**config.mk**
```make
export PLATFORM = sky130hd
export DESIGN_NAME = psum_acc_flat
export DESIGN_NICKNAME = d
export VERILOG_FILES = /design/src/rtl/pe_pkg.sv /design/src/rtl/psum_acc_if.sv /design/src/rtl/psum_acc_fifo.sv /design/src/rtl/psum_acc.sv /design/src/flat_wrapper.sv
export SDC_FILE = /design/constraint.sdc
export NUM_CORES = 1
export LEC_CHECK = 0
export ABC_CLOCK_PERIOD_IN_PS = 3180
export BUFFER_PORTS_ARGS = -buffer_cell sky130_fd_sc_hd__buf_2
export CORE_AREA = 2 2 125 127
export DETAILED_ROUTE_END_ITERATION = 8
export DIE_AREA = 0 0 127 129
export GPL_ROUTABILITY_DRIVEN = 0
export HOLD_SLACK_MARGIN = 0.15
export RECOVER_POWER = 100
export SYNTH_ARGS = -nofsm -noshare
export SYNTH_HDL_FRONTEND = slang
export SYNTH_HIERARCHICAL = 1
export SYNTH_SLANG_ARGS = --single-unit
```
**constraint.sdc**
```tcl
create_clock -name clk -period 3.18 [get_ports clk]
set_input_delay 0.159 -clock clk [delete_from_list [all_inputs] [get_ports clk]]
set_output_delay 0.159 -clock clk [all_outputs]
set_load 0.02 [all_outputs]
```
**src/rtl/pe_pkg.sv**
```systemverilog
`default_nettype none
// +----------------------------------------------------------------------+
// | pe_pkg : shared defaults, width helpers and state type for psum_acc  |
// | Rev 1.0                                                              |
// +----------------------------------------------------------------------+
package pe_pkg;

  localparam int c_BIT_WIDTH  = 8;
  localparam int c_ACC_WIDTH  = 16;
  localparam int c_ACC_LEN    = 9;
  localparam int c_FIFO_DEPTH = 4;

  // Floors at 1 so a single-beat group still gets a legal counter width.
  function automatic int clog2(input int value);
    int r;
    r = 0;
    for (int v = value - 1; v > 0; v = v >> 1) r++;
    return (r < 1) ? 1 : r;
  endfunction

  typedef enum logic [0:0] {
    ST_IDLE  = 1'b0,
    ST_ACCUM = 1'b1
  } acc_state_t;

endpackage
`default_nettype wire

```
**src/rtl/psum_acc_if.sv**
```systemverilog
`default_nettype none
// +----------------------------------------------------------------------+
// | psum_acc_if : PE partial-sum stream in, result handshake out         |
// | Rev 1.0                                                              |
// +----------------------------------------------------------------------+
interface psum_acc_if #(
  parameter int BIT_WIDTH = pe_pkg::c_BIT_WIDTH,
  parameter int ACC_WIDTH = pe_pkg::c_ACC_WIDTH
);
  logic [BIT_WIDTH-1:0] i_psum;
  logic                 i_psum_val;
  logic                 i_clr;
  logic [ACC_WIDTH-1:0] o_result;
  logic                 o_result_val;
  logic                 i_result_rdy;
  logic                 o_busy;
  logic                 o_ovf;
  logic                 o_drop;

  modport master (
    output i_psum, i_psum_val, i_clr, i_result_rdy,
    input  o_result, o_result_val, o_busy, o_ovf, o_drop
  );

  modport slave (
    input  i_psum, i_psum_val, i_clr, i_result_rdy,
    output o_result, o_result_val, o_busy, o_ovf, o_drop
  );
endinterface
`default_nettype wire

```
**src/rtl/psum_acc_fifo.sv**
```systemverilog
`default_nettype none
// +----------------------------------------------------------------------+
// | psum_fifo : synchronous FIFO with flush, wrap-bit full/empty         |
// | Rev 1.0                                                              |
// +----------------------------------------------------------------------+
module psum_fifo
  import pe_pkg::*;
#(
  parameter int WIDTH = c_ACC_WIDTH,
  parameter int DEPTH = c_FIFO_DEPTH
) (
  input  wire logic             clk,
  input  wire logic             rst,
  input  wire logic             i_clr,
  input  wire logic             i_push,
  input  wire logic             i_pop,
  input  wire logic [WIDTH-1:0] i_wdata,
  output logic                  o_full,
  output logic                  o_empty,
  output logic [WIDTH-1:0]      o_head
);
  localparam int c_AW = clog2(DEPTH);

  logic [WIDTH-1:0] r_mem [DEPTH];
  logic [c_AW:0]    r_wr_ptr;
  logic [c_AW:0]    r_rd_ptr;
  logic             w_wr_en;
  logic             w_rd_en;

  assign o_empty = (r_wr_ptr == r_rd_ptr);
  assign o_full  = (r_wr_ptr[c_AW] != r_rd_ptr[c_AW]) &&
                   (r_wr_ptr[c_AW-1:0] == r_rd_ptr[c_AW-1:0]);

  // A pop frees the slot being written, so a full FIFO still accepts a push.
  assign w_rd_en = i_pop && !o_empty;
  assign w_wr_en = i_push && (!o_full || w_rd_en);

  always_ff @(posedge clk or negedge rst) begin
    if (!rst) begin
      r_wr_ptr <= '0;
      r_rd_ptr <= '0;
    end else if (i_clr) begin
      r_wr_ptr <= '0;
      r_rd_ptr <= '0;
    end else begin
      if (w_wr_en) r_wr_ptr <= r_wr_ptr + 1'b1;
      if (w_rd_en) r_rd_ptr <= r_rd_ptr + 1'b1;
    end
  end

  always_ff @(posedge clk) begin
    if (w_wr_en && !i_clr) r_mem[r_wr_ptr[c_AW-1:0]] <= i_wdata;
  end

  // Storage is not reset, so the head is forced to zero while empty.
  assign o_head = o_empty ? '0 : r_mem[r_rd_ptr[c_AW-1:0]];

endmodule
`default_nettype wire

```
**src/rtl/psum_acc.sv**
```systemverilog
`default_nettype none
// +----------------------------------------------------------------------+
// | psum_acc : accumulates ACC_LEN psum beats per result, queues results |
// | Rev 1.0                                                              |
// +----------------------------------------------------------------------+
module psum_acc
  import pe_pkg::*;
#(
  parameter int BIT_WIDTH  = c_BIT_WIDTH,
  parameter int ACC_WIDTH  = c_ACC_WIDTH,
  parameter int ACC_LEN    = c_ACC_LEN,
  parameter int FIFO_DEPTH = c_FIFO_DEPTH
) (
  input  wire logic  clk,
  input  wire logic  rst,
  psum_acc_if.slave  bus
);
  localparam int                 c_CNT_W = clog2(ACC_LEN);
  localparam logic [c_CNT_W-1:0] c_LAST  = c_CNT_W'(ACC_LEN - 1);

  acc_state_t           r_state;
  acc_state_t           w_state_nxt;
  logic [ACC_WIDTH-1:0] r_acc;
  logic [ACC_WIDTH-1:0] w_acc_nxt;
  logic [c_CNT_W-1:0]   r_cnt;
  logic [c_CNT_W-1:0]   w_cnt_nxt;
  logic                 r_ovf;
  logic                 w_ovf_nxt;
  logic                 r_drop;
  logic                 w_drop_nxt;

  logic                 w_beat;
  logic                 w_last;
  logic                 w_push;
  logic                 w_pop;
  logic [ACC_WIDTH:0]   w_sum;
  logic                 w_full;
  logic                 w_empty;
  logic [ACC_WIDTH-1:0] w_head;

  assign w_beat = bus.i_psum_val && !bus.i_clr;
  assign w_last = (r_cnt == c_LAST);
  assign w_push = w_beat && w_last;
  assign w_pop  = bus.i_result_rdy && !w_empty;

  // One spare MSB captures the carry out of the accumulator.
  assign w_sum = {1'b0, r_acc} + {{(ACC_WIDTH - BIT_WIDTH + 1){1'b0}}, bus.i_psum};

  always_comb begin
    w_state_nxt = r_state;
    w_acc_nxt   = r_acc;
    w_cnt_nxt   = r_cnt;
    w_ovf_nxt   = r_ovf;
    w_drop_nxt  = r_drop;
    if (bus.i_clr) begin
      w_state_nxt = ST_IDLE;
      w_acc_nxt   = '0;
      w_cnt_nxt   = '0;
      w_ovf_nxt   = 1'b0;
      w_drop_nxt  = 1'b0;
    end else if (w_beat) begin
      w_ovf_nxt = r_ovf | w_sum[ACC_WIDTH];
      if (w_last) begin
        w_state_nxt = ST_IDLE;
        w_acc_nxt   = '0;
        w_cnt_nxt   = '0;
        w_drop_nxt  = r_drop | (w_full && !w_pop);
      end else begin
        w_state_nxt = ST_ACCUM;
        w_acc_nxt   = w_sum[ACC_WIDTH-1:0];
        w_cnt_nxt   = r_cnt + 1'b1;
      end
    end
  end

  always_ff @(posedge clk or negedge rst) begin
    if (!rst) begin
      r_state <= ST_IDLE;
      r_acc   <= '0;
      r_cnt   <= '0;
      r_ovf   <= 1'b0;
      r_drop  <= 1'b0;
    end else begin
      r_state <= w_state_nxt;
      r_acc   <= w_acc_nxt;
      r_cnt   <= w_cnt_nxt;
      r_ovf   <= w_ovf_nxt;
      r_drop  <= w_drop_nxt;
    end
  end

  psum_fifo #(
    .WIDTH (ACC_WIDTH),
    .DEPTH (FIFO_DEPTH)
  ) u_fifo (
    .clk     (clk),
    .rst     (rst),
    .i_clr   (bus.i_clr),
    .i_push  (w_push),
    .i_pop   (bus.i_result_rdy),
    .i_wdata (w_sum[ACC_WIDTH-1:0]),
    .o_full  (w_full),
    .o_empty (w_empty),
    .o_head  (w_head)
  );

  assign bus.o_result     = w_head;
  assign bus.o_result_val = !w_empty;
  assign bus.o_busy       = (r_state == ST_ACCUM);
  assign bus.o_ovf        = r_ovf;
  assign bus.o_drop       = r_drop;

endmodule
`default_nettype wire

```
**src/flat_wrapper.sv**
```systemverilog
// flat-port wrapper written by rule: the top's interface ports become plain ports
module psum_acc_flat import pe_pkg::*;
#(
  parameter int BIT_WIDTH  = c_BIT_WIDTH,
  parameter int ACC_WIDTH  = c_ACC_WIDTH,
  parameter int ACC_LEN    = c_ACC_LEN,
  parameter int FIFO_DEPTH = c_FIFO_DEPTH
)
  (clk, rst, bus_i_psum, bus_i_psum_val, bus_i_clr, bus_i_result_rdy, bus_o_result, bus_o_result_val, bus_o_busy, bus_o_ovf, bus_o_drop);
  psum_acc_if #(.BIT_WIDTH(BIT_WIDTH), .ACC_WIDTH(ACC_WIDTH)) bus_i ();
  input  wire logic clk;
  input  wire logic rst;
  input wire logic [$bits(bus_i.i_psum)-1:0] bus_i_psum;
  input wire logic [$bits(bus_i.i_psum_val)-1:0] bus_i_psum_val;
  input wire logic [$bits(bus_i.i_clr)-1:0] bus_i_clr;
  input wire logic [$bits(bus_i.i_result_rdy)-1:0] bus_i_result_rdy;
  output wire logic [$bits(bus_i.o_result)-1:0] bus_o_result;
  output wire logic [$bits(bus_i.o_result_val)-1:0] bus_o_result_val;
  output wire logic [$bits(bus_i.o_busy)-1:0] bus_o_busy;
  output wire logic [$bits(bus_i.o_ovf)-1:0] bus_o_ovf;
  output wire logic [$bits(bus_i.o_drop)-1:0] bus_o_drop;
  assign bus_i.i_psum = bus_i_psum;
  assign bus_i.i_psum_val = bus_i_psum_val;
  assign bus_i.i_clr = bus_i_clr;
  assign bus_i.i_result_rdy = bus_i_result_rdy;
  assign bus_o_result = bus_i.o_result;
  assign bus_o_result_val = bus_i.o_result_val;
  assign bus_o_busy = bus_i.o_busy;
  assign bus_o_ovf = bus_i.o_ovf;
  assign bus_o_drop = bus_i.o_drop;
  psum_acc #(.BIT_WIDTH(BIT_WIDTH), .ACC_WIDTH(ACC_WIDTH), .ACC_LEN(ACC_LEN), .FIFO_DEPTH(FIFO_DEPTH)) u_core (.clk(clk), .rst(rst), .bus(bus_i));
endmodule
```
==> results.md <==
STA:
- The final-layout setup total negative slack is 0 ps.
- Of the available clock period, the critical path in the final layout requires 83.0%.
- The smallest clock period supported by the final layout is computed as 2640 ps.
- Headroom to the max-slew limit came out at -12.1%.
- Setup violations remaining at the end of the flow were counted as 0.
- The transition time at the pin with the least slew margin is 1680 ps.
- The worst clock skew is 6.13 ps.
- Setup repair after global routing left no endpoint under its margin.
- The number of max-slew violations in the final report is 30.
- The smallest hold slack is 222 ps.
- The highest clock rate is 0.379 GHz.
- The hold violation count in the final report was 0.

CTS:
- After clock tree synthesis, the clock-pin slew on the worst setup and hold paths is 60 ps.
- The clock passes through at most 2 buffers.
- The clock buffer count from CTS is 9.
- TritonCTS built the clock tree.
- The number of buffers inserted by post-CTS setup repair is 0.
- The clock root buffer is clkbuf_16.
- The number of clock sinks is 93.
- The clock latency at the later pin of the worst-skew pair is 330 ps.
- The H-tree depth is 3.

Pwr:
- The worst IR drop on VDD is 269 uV.
- In this run, the combinational gates consume 8.9% of the power.
- In this run the static leakage power is 1.97 nW.
- The sequential share of power is 51.7%.
- The proportion of power drawn by the clock network is 39.4%.
- The switching share of power is 22.9%.
- The cell-internal power is 2.03 mW.
- The power density normalized to cell area is 521 nW/um2.
- The design draws 2.63 mW.
- The net switching power figure is 0.603 mW.

Global route:
- Global routing consumed, over all layers together, 11.2% of the routing resources.
- For this run the aggregate overflow at the end of global routing stands at 0.
- The number of global-route vias before repair is 2702.
- The initial antenna violation count is 0.
- The global-route wire length before repair is 14.3 mm.
- Entering global routing, the biggest net connects 30 pins.

Route:
- The routed length per placed instance is 15.9 um.
- The first-pass iteration count of the detailed router is 4.
- The number of violations reported at the end of detailed-routing iteration 0 is 252.
- For this run, design rule violations remaining after detail routing come to 0.
- The total wire length is 8.65 mm.
- The routed layout has 2622 vias.
- The count of nets left with antenna violations once routing finished came out at 0.
- Using the TritonRoute via totals, the vias-per-cell ratio works out to 4.81.

Placement:
- The number of buffer cells added on primary ports is 32.
- The post-detailed-placement half-perimeter wirelength is 5.72 mm.

Floorplanning:
- The initial cell density of the core is 29.5%.
- In this run the count of I/O pins placed on the die edge is 33.
- The height of the die is 129 um.
- The floorplan core area is 15000 um2.
- The die footprint is 16400 um2.
- In this run the core area contains 45 standard-cell rows.
- The horizontal die dimension is 127 um.

Worst setup path:
- The number of cells traversed by the worst register-to-register path is 9.
- The timing startpoint of the critical path is u_core/r_cnt[0].
- Counting buffers and inverters, the worst setup path is 9 cells deep.
- The setup path with the least slack is of type reg -> reg.
- The number of buffers and inverters on the critical path is 2.
- In this run the critical register-to-register path is captured at u_core/u_fifo/r_mem[0][15].
- The critical path data required time is 3150 ps.
- The most numerous cell on the critical path is and2_0.
- STA classifies the critical path startpoint as a flip-flop.
- The signal on the critical path passes through inv_1 -> ha_1 -> and3b_1 -> and2_0 -> nor2b_1 -> nand2b_1 -> a41oi_1 -> and2_0 -> clkbuf_2.
- The family with the most delay on the worst path is simple AND/OR/NAND/NOR gates.
- The largest single stage delay on the critical path is 430 ps.
- The worst-path cell with the longest stage delay is clkbuf_2.
- In this run the critical register-to-register path is launched from u_core/r_cnt[0].
- The worst setup path is captured at a flip-flop.
- STA puts the critical path data arrival time at 2610 ps.
- The end point of the critical path is u_core/u_fifo/r_mem[0][15].
- In this run the worst path has a maximum fanout of 16.
- The setup check on the worst reg-to-reg path leaves a slack of 540 ps.

Hold path:
- The path class of the tightest hold or removal check is in -> reg.

Logic synthesis:
- For this run, the number of Yosys warnings is 6.
- In this run, synthesis produced a sequential element count of 93.
- The number of distinct library cells after synthesis is 51.
- The post-synthesis instance total is 313.
- For this run, the register share of the synthesized area comes to 59.9%.
- After synthesis, the mean cell area works out to 14.1 um2.
- The synthesized cell area is 4420 um2.
- The number of nets in the synthesized netlist is 342.

Finish:
- The final antenna diode count is 0.
- The fraction of layout instances using a drive strength above 1 is 17.6%.
- The area growth from synthesis to layout is 14.5%.
- For this run, the post-layout net count is 381.
- Cells fill 33.8% of the core in the end.
- In the layout the commonest cells are edfxtp_1, dfrtp_1, buf_2, nand2_1.
- The most frequent standard cell in the layout excluding fill and tap cells is edfxtp_1.

Status:
- The checks that failed: capacitance limit, slew limit.
- The run finished, with violations left.

Job:
- The total of max-cap violations is 1.
[worst min-delay path, cell delays in order]
cell	delay, ps
buf_2	180
mux2i_1	90
nor2_1	80
[routing by layer]
metal	GRT usage (%)	wire length, um
met1	15.4	4270
met2	17.6	3970
met3	2.70	327
met4	3.81	80
met5	0	0
[layout make-up]
type	instances	area, um2
tap	188	235
inverter	9	33.8
clock buffer	9	225
fill	1472	9920
timing repair buffer	41	205
sequential	93	2650
multi-input combinational	198	1650
clock inverter	7	63.8
[what timing repair did]
item                                   in CTS  in global routing
gates resized for setup                     0                  0
endpoints found under the hold margin      29                  0
hold buffers                                1                  0
[power by group through the flow]
stage | Combinational [mW] | Sequential [mW] | Clock (mW)
4_1_cts | 0.245 | 1.36 | 1.07
3_3_place_gp | 0.235 | 1.38 | 0
2_1_floorplan | 0.171 | 1.38 | 0
6_report | 0.234 | 1.36 | 1.04
5_1_grt | 0.265 | 1.36 | 1.13
3_5_place_dp | 0.242 | 1.38 | 0
[through the flow]
| stage | cells | area, um2 | worst slack [ps] |
|---|---|---|---|
| after detailed placement | 528 | 4800 | 651 |
| after floorplan | 313 | 4420 | 917 |
| final | 545 | 5060 | 542 |
| after global routing | 545 | 5060 | 260 |
| after global placement | 528 | 4800 | 738 |
| after CTS | 545 | 5100 | 619 |
[synthesized netlist by cell type (all sizes together)]
cell    number  area (um2)
nand2       19        71.3
or4b         1        10.0
buf          7        46.3
o21a         1        7.51
xnor2       10        87.6
ha          15         188
dfrtp       29         726
or4          3        22.5
a31oi        3        25.0
a211oi       3        27.5
mux2i        3        30.0
a22o         8        70.1
nor3b        1        7.51
o31ai        1        7.51
clkbuf       6        22.5
mux4        16         360
edfxtp      64        1920
and3         1        6.26
nor2        17        63.8
mux2         3        33.8
nor3         4        20.0
inv          9        33.8
or3b         1        11.3
o41a         1        11.3
a211o        1        8.76
a21o         2        15.0
xor2        11        96.3
o211ai       6        50.1
nand2b       7        43.8
and2        21         131
nor2b        4        25.0
and4         1        8.76
o22ai        3        18.8
nand3        6        30.0
nor4         1        6.26
o21ai        7        35.0
and3b        1        8.76
o41ai        3        26.3
o221ai       1        8.76
o21ba        1        10.0
a41oi        2        17.5
fa           1        20.0
a21oi        7        38.8
nand4        1        6.26
[worst min path at each step]
stage | from | endpoint | slack [ps] | depth (start not counted)
final | bus_i_psum_val | u_core/r_cnt[1] | 220 | 3
after global routing | bus_i_psum_val | u_core/r_cnt[1] | 230 | 3
after CTS | bus_i_psum_val | u_core/r_cnt[1] | 210 | 3
after detailed placement | rst | u_core/u_fifo/r_wr_ptr[0] | 260 | 1
after global placement | rst | u_core/u_fifo/r_wr_ptr[0] | 250 | 1
after floorplan | rst | u_core/bus.o_busy | -140 | 0
[state kept, by name (all words and copies together) (netlist names)]
| signal | cells |
|---|---|
| u_core/bus.o_busy | 1 |
| u_core/bus.o_drop | 1 |
| u_core/bus.o_ovf | 1 |
| u_core/r_acc | 16 |
| u_core/r_cnt | 4 |
| u_core/u_fifo/r_mem | 64 |
| u_core/u_fifo/r_rd_ptr | 3 |
| u_core/u_fifo/r_wr_ptr | 3 |
[kinds of logic after synthesis]
group                    share of synthesized area (%)
flip-flops                                        59.9
AO/OA/AOI/OAI                                     8.56
multiplexers                                      9.60
AND/OR/NAND/NOR                                   10.7
buffers and inverters                             2.32
XOR/XNOR                                          4.16
adder cells (fa/ha/maj)                           4.70
(Power assumes the default switching activity.)
